[config.mk]
export PLATFORM = sky130hd
export DESIGN_NAME = sequential_multiplier_flat
export DESIGN_NICKNAME = d
export VERILOG_FILES = /design/src/rtl/sequential_multiplier_if.sv /design/src/rtl/sequential_multiplier.sv /design/src/flat_wrapper.sv
export SDC_FILE = /design/constraint.sdc
export NUM_CORES = 1
export LEC_CHECK = 0
export ABC_CLOCK_PERIOD_IN_PS = 2600
export BUFFER_PORTS_ARGS = -buffer_cell sky130_fd_sc_hd__buf_2
export CAP_MARGIN = 15
export CORE_MARGIN = 2
export CORE_UTILIZATION = 45
export CTS_CLUSTER_DIAMETER = 150
export DETAILED_ROUTE_END_ITERATION = 8
export HOLD_SLACK_MARGIN = 0.02
export PLACE_DENSITY = 0.63
export SLEW_MARGIN = 20
export SYNTH_ARGS = -nofsm -noshare
export SYNTH_HDL_FRONTEND = slang
export SYNTH_SLANG_ARGS = --single-unit
[constraint.sdc]
create_clock -name clk -period 2.6 [get_ports clk]
set_clock_uncertainty 0.1 [all_clocks]
set_input_delay 0.65 -clock clk [delete_from_list [all_inputs] [get_ports clk]]
set_output_delay 0.65 -clock clk [all_outputs]
set_load 0.005 [all_outputs]
[src/rtl/sequential_multiplier_if.sv]
// Start/busy/done handshake and operand/result bus for sequential_multiplier.
// The master issues operations; the slave (the multiplier) returns busy, done and product.
interface sequential_multiplier_if #(
    parameter int unsigned MCAND_W = 16,
    parameter int unsigned MULT_W  = 8
);
    logic               start;
    logic [MCAND_W-1:0] multiplicand;
    logic [MULT_W-1:0]  multiplier;
    logic               busy;
    logic               done;
    logic [MCAND_W-1:0] product;

    modport master (
        output start, multiplicand, multiplier,
        input  busy, done, product
    );

    modport slave (
        input  start, multiplicand, multiplier,
        output busy, done, product
    );
endinterface

[src/rtl/sequential_multiplier.sv]
// Shift-add scaler: product = (multiplicand * multiplier) >> MULT_W, one multiplier bit per clock.
// Define SEQ_MULT_ROUND_EN to round half-up instead of truncating the scaled result.
module sequential_multiplier #(
    parameter int unsigned MCAND_W = 16,
    parameter int unsigned MULT_W  = 8
) (
    input  logic                    clk,
    input  logic                    nrst,
    sequential_multiplier_if.slave  bus
);
    localparam int unsigned ACC_W = MCAND_W + MULT_W;
    localparam int unsigned CNT_W = $clog2(MULT_W) + 1;
    localparam logic [CNT_W-1:0] LAST_CNT = CNT_W'(MULT_W - 1);

    typedef enum logic [1:0] {
        IDLE = 2'd0,
        BUSY = 2'd1,
        DONE = 2'd2
    } state_t;

    state_t             state;
    logic [ACC_W-1:0]   mcand_r;
    logic [MULT_W-1:0]  mult_r;
    logic [ACC_W-1:0]   acc;
    logic [CNT_W-1:0]   cnt;
    logic               busy_r;
    logic               done_r;
    logic [MCAND_W-1:0] product_r;

    logic [ACC_W-1:0]   acc_next;
    logic [MCAND_W-1:0] result;

    // Partial sum including the current multiplier bit, so the last step lands in product directly
    always_comb begin
        acc_next = acc;
        if (mult_r[0]) begin
            acc_next = acc + mcand_r;
        end
    end

`ifdef SEQ_MULT_ROUND_EN
    localparam logic [ACC_W-1:0] HALF_LSB = ACC_W'(1) << (MULT_W - 1);
    logic [ACC_W-1:0] acc_rounded;

    // Largest full product plus half an LSB still fits in ACC_W bits
    always_comb begin
        acc_rounded = acc_next + HALF_LSB;
        result      = MCAND_W'(acc_rounded >> MULT_W);
    end
`else
    always_comb begin
        result = MCAND_W'(acc_next >> MULT_W);
    end
`endif

    always_ff @(posedge clk or negedge nrst) begin
        if (!nrst) begin
            state     <= IDLE;
            mcand_r   <= '0;
            mult_r    <= '0;
            acc       <= '0;
            cnt       <= '0;
            busy_r    <= 1'b0;
            done_r    <= 1'b0;
            product_r <= '0;
        end else begin
            done_r <= 1'b0;
            unique case (state)
                IDLE, DONE: begin
                    if (bus.start) begin
                        mcand_r <= ACC_W'(bus.multiplicand);
                        mult_r  <= bus.multiplier;
                        acc     <= '0;
                        cnt     <= '0;
                        busy_r  <= 1'b1;
                        state   <= BUSY;
                    end else begin
                        state   <= IDLE;
                    end
                end
                BUSY: begin
                    acc     <= acc_next;
                    mcand_r <= mcand_r << 1;
                    mult_r  <= mult_r >> 1;
                    cnt     <= cnt + CNT_W'(1);
                    if (cnt == LAST_CNT) begin
                        product_r <= result;
                        busy_r    <= 1'b0;
                        done_r    <= 1'b1;
                        state     <= DONE;
                    end
                end
                default: begin
                    busy_r <= 1'b0;
                    state  <= IDLE;
                end
            endcase
        end
    end

    assign bus.busy    = busy_r;
    assign bus.done    = done_r;
    assign bus.product = product_r;
endmodule

[src/flat_wrapper.sv]
// flat-port wrapper written by rule: the top's interface ports become plain ports
module sequential_multiplier_flat 
#(
    parameter int unsigned MCAND_W = 16,
    parameter int unsigned MULT_W  = 8
)
  (clk, nrst, bus_start, bus_multiplicand, bus_multiplier, bus_busy, bus_done, bus_product);
  sequential_multiplier_if #(.MCAND_W(MCAND_W), .MULT_W(MULT_W)) bus_i ();
  input  logic clk;
  input  logic nrst;
  input wire logic [$bits(bus_i.start)-1:0] bus_start;
  input wire logic [$bits(bus_i.multiplicand)-1:0] bus_multiplicand;
  input wire logic [$bits(bus_i.multiplier)-1:0] bus_multiplier;
  output wire logic [$bits(bus_i.busy)-1:0] bus_busy;
  output wire logic [$bits(bus_i.done)-1:0] bus_done;
  output wire logic [$bits(bus_i.product)-1:0] bus_product;
  assign bus_i.start = bus_start;
  assign bus_i.multiplicand = bus_multiplicand;
  assign bus_i.multiplier = bus_multiplier;
  assign bus_busy = bus_i.busy;
  assign bus_done = bus_i.done;
  assign bus_product = bus_i.product;
  sequential_multiplier #(.MCAND_W(MCAND_W), .MULT_W(MULT_W)) u_core (.clk(clk), .nrst(nrst), .bus(bus_i));
endmodule
-- Word level (Yosys, flattened, before mapping)
Index checks and enable logic that the tools add are counted.
- logic and storage cells: 41
- output and inout bits: 18
- bits in registers: 80
- input bits: 27
- add/subtract/negate cells: 2
- mux-type cells: 17
- equal/unequal tests: 6
- reduce and logical (&&, ||, !) cells: 7
- operators by type and width (operator ; count):
    case mux 24 bit (2 select lines) ; 2
    2-to-1 mux 24 bit ; 3
    adder 24 bit ; 1
    case mux 8 bit (2 select lines) ; 1
    2-to-1 mux 8 bit ; 1
    case mux 4 bit (2 select lines) ; 1
    AND reduction 2 bit ; 3
    2-to-1 mux 1 bit ; 5
    adder 4 x 1 -> 4 bit (second input constant) ; 1
    == test 4 x 3 -> 1 bit (second input constant) ; 1
    2-to-1 mux 4 bit ; 1
    inequality test 2 x 1 -> 1 bit (second input constant) ; 2
    case mux 2 bit (2 select lines) ; 1
    AND reduction 3 bit ; 1
    == test 2 x 1 -> 1 bit (second input constant) ; 1
    == test 2 bit (second input constant) ; 1
    logical NOT 2 bit ; 1
    2-to-1 mux 2 bit ; 1
    inequality test 2 bit (second input constant) ; 1
    case mux 1 bit (2 select lines) ; 1
    nonzero test 2 bit ; 1
    OR reduction 2 bit ; 1

-- Longest topological paths before layout
- depth after elaboration: 4
- mapped depth: 10
- gate-level depth less buffers: 10

-- Worst setup path after synthesis
No wires, ideal clock.
- path kind: register to register
- from: register u_core.acc[0]
- to: register u_core.product_r[8], in the netlist u_core.bus.product[8]
- path buffers: 0
- setup time: 0.125 ns
- stages on the path, launching flop included: 11
- slack: -0.096 ns
- clock period less this slack: 2.696 ns
- arrival: 2.472 ns
- required time: 2.375 ns
- cells stage by stage: dfrtp_1 -> ha_1 -> fa_1 -> a21o_1 -> a221oi_2 -> o21bai_2 -> a31oi_4 -> o221ai_2 -> xnor2_1 -> mux2i_1 -> mux2_2
- longest elaborated chain between the ends: 2
- ends and longest elaborated chain (element ; line ; source):
    start: declaration ; sequential_multiplier.sv:24 ; logic [ACC_W-1:0] acc;
    start signal: assignment ; sequential_multiplier.sv:82 ; acc <= acc_next;
    adder 24 bit ; sequential_multiplier.sv:37 ; acc_next = acc + mcand_r;
    2-to-1 mux 24 bit ; sequential_multiplier.sv:36 ; if (mult_r[0]) begin
    end signal: assignment ; sequential_multiplier.sv:87 ; product_r <= result;
    end: declaration ; sequential_multiplier.sv:28 ; logic [MCAND_W-1:0] product_r;
No other way between the ends. The select of a mux whose other input is x is not followed.
A chain may end at the register's enable or synchronous reset.

-- Worst setup path after layout
Same ends and word-level chain as after synthesis.

==> results.ini <==
[timing]
final-setup-viol-count=1
finalHoldViolCount=0
slew_violations=0
finalHoldWorstSlack_ns=0.176
rsz0062_at_grt=true
period_share=1.01
min_period_ns=2.62
tns_ns=-0.0185
max_freq_ghz=0.382
slew_headroom=0.373
worstMarginPinSlew_ns=0.939
fin_ws_ns=-0.0185

[die]
io_pins=45
dieArea_sq_um=10700
start_util=0.460
die_y_um=104
die_w_um=104
core-area_sq_um=9680
row_count=36

[clock_network]
worstSkewPairLatency_ns=0.36
cts_hold_buf=0
cts_tree=done
h-tree-depth=3
clk_pin_slew_ns=0.09
clockRootBuffer=clkbuf_8
clock_sinks=80
numCtsBuffers=9
cts_buffer_depth=2

[placed_design]
port_buffers=44
dp.cells=661
place_area_sq_um=5020
place.gp.congestion=0.915
place_hpwl_mm=7.76

[logic_synthesis]
yosys.area.top_type=dfrtp_1
synth_compound_area_frac=0.210
ys.flop_type=dfrtp_1
ys_types=49
synthSimpleGateAreaFrac=0.155
async_flop_share=1.00
synth_cells=478
synth-xor-area-share=0.0432
synthMuxAreaShare=0.0323
syn_area_per_cell_sq_um=9.32
yosysTopAreaCellShare=0.449
synth-adder-area-share=0.0719
synth_edf_count=0
synth_top_family_by_area=compound AO/OA/AOI/OAI gates
ys_ff_latch=80
ys_warn_count=0
syn_nets=530
syn_area_sq_um=4460
synth_area_leaders=dfrtp_1 45%, nand2_1 7.4%, ha_1 6.7%
yosysSeqAreaShare=0.449

[routing]
routed-wl-met3_um=328
top_layer=met4
num_vias=3778
met1_length_mm=5.17
ant_nets=0
drt_iter0_drc=186
met2_length_mm=5.08
first_pass_iters=4
wl_mm=10.7
vias_per_cell=5.50
wl_per_cell_um=15.6
drc=0

[layout]
layout.nets=601
final_cells=687
syn_to_final_growth_pct=21.3
drive_gt1_frac=0.247
n_antenna_cell=0
final_area_sq_um=5410

[global_route]
grt_pass1_vias=3812
track_usage=0.208
antenna_found_initial=0
grt_max_degree=43
grt_first_pass_wirelength_mm=18.3
grt_overflow_total=0

[worst_setup_path]
worstPathRequired_ns=2.75
crit_path_max_incr_delay_ns=0.39
crit_path_max_fanout=4
cpLargestDelayFamily=compound AO/OA/AOI/OAI gates
critPathSlowestCell=dfrtp_1
cp-start-kind=register
arrival_ns=2.77
crit_chain=ha_2 > fa_2 > a21o_1 > a221oi_4 > o21bai_4 > a31oi_4 > o221ai_2 > xnor2_1 > mux2i_1 > mux2_2
cp_num_buf_inv=0
path_class=register to register
cp-end-kind=register

[run_status]
failed_checks=setup timing
outcome=complete, but fails checks

[power_and_ir_drop]
fin_total_pwr_w=0.00755
irDropWorstVdd_mv=0.567
power_density_nw_per_um2=1400
leakage_nw=2.65

[worst_hold_path]
hp-class=input pin to async pin

[flow_run]
drv_cap=0

==> final timing paths <==
check	startpoint	end	slack, ns	depth (start not counted)
hold reg to reg	u_core.bus.product[2]	u_core.bus.product[2]	0.37	2
setup / recovery	u_core.acc[0]	u_core.bus.product[8]	-0.02	10
setup reg to reg	u_core.acc[0]	u_core.bus.product[8]	-0.02	10
min in group clk	u_core.bus.product[2]	u_core.bus.product[2]	0.37	2
max in group asynchronous	nrst	u_core.mcand_r[8]	1.63	2
hold / removal	nrst	u_core.bus.product[10]	0.18	1
==> logic make-up after synthesis <==
family | after synthesis
buffers and inverters | 44
adders and majority gates | 25
muxes | 14
xor gates and xnor gates | 22
DFF | 80
and+or+nand+nor | 155
AOI/OAI and AO/OA | 138
==> state kept, by name, indices dropped and copies added, names as in the netlist <==
register	cells
u_core.bus.done	1
u_core.mcand_r	24
u_core.acc	24
u_core.bus.busy	1
u_core.bus.product	16
u_core.mult_r	8
u_core.state	2
u_core.cnt	4
==> layout by cell type, fill, tap and decap left out, drive strengths merged, types with 14 or more instances in the layout <==
| cell type | synthesis | final |
|---|---|---|
| a21oi | 19 | 19 |
| nand3 | 23 | 23 |
| buf | 7 | 89 |
| a22oi | 22 | 22 |
| inv | 14 | 14 |
| dfrtp | 80 | 80 |
| nand2 | 88 | 88 |
| ha | 24 | 24 |
| o21ai | 46 | 46 |
==> report_power, final <==
part           internal [W]  switching, W  total, W
Clock              0.000542      0.000462   0.00100
Combinational       0.00194       0.00239   0.00433
Sequential          0.00180      0.000417   0.00221
==> per-stage QoR <==
stage                     setup WS [ns]   util
after floorplan                  0.0232      -
final                           -0.0185  0.558
after global placement           -0.114  0.518
after CTS                       -0.0320  0.546
after detailed placement         -0.168  0.518
after global routing             -0.148  0.558
==> routing by layer <==
layer | GRT usage | up-vias
met5 | 0 | -
met4 | 0.0792 | 0
met3 | 0.0258 | 13
met2 | 0.342 | 80
met1 | 0.281 | 1841
li1 | - | 1844
==> Yosys cell counts (all sizes together) (3+ instances only) <==
cell type  instances
o21ai             46
a22oi             22
buf                7
a21oi             19
mux2               3
nand3             23
nor2              13
nor3               6
inv               14
dfrtp             80
a311oi             4
a22o              11
a31oi              4
nor2b              4
a21o              11
o21bai             6
clkbuf            22
and3               4
nand4              8
xor2               9
nand2             88
a211oi             4
xnor2             13
ha                24
mux2i             11
==> timing repair <==
item                       4_1_cts  5_1_grt
setup buffers                    5        5
hold endpoints to repair         0        0
setup endpoints to repair        9       19
pin swaps                        5        8
gates resized for setup          2       22
==> layout make-up <==
class / count / area (sq um)
clock buffers: 11 / 131
clock inverters: 5 / 81.3
fillers: 893 / 4280
inverters: 15 / 56.3
multi-input cells: 354 / 2390
flip-flops and latches: 80 / 2000
well taps: 133 / 166
repair buffers: 89 / 573
No activity file was read; power rests on OpenSTA's default activity.
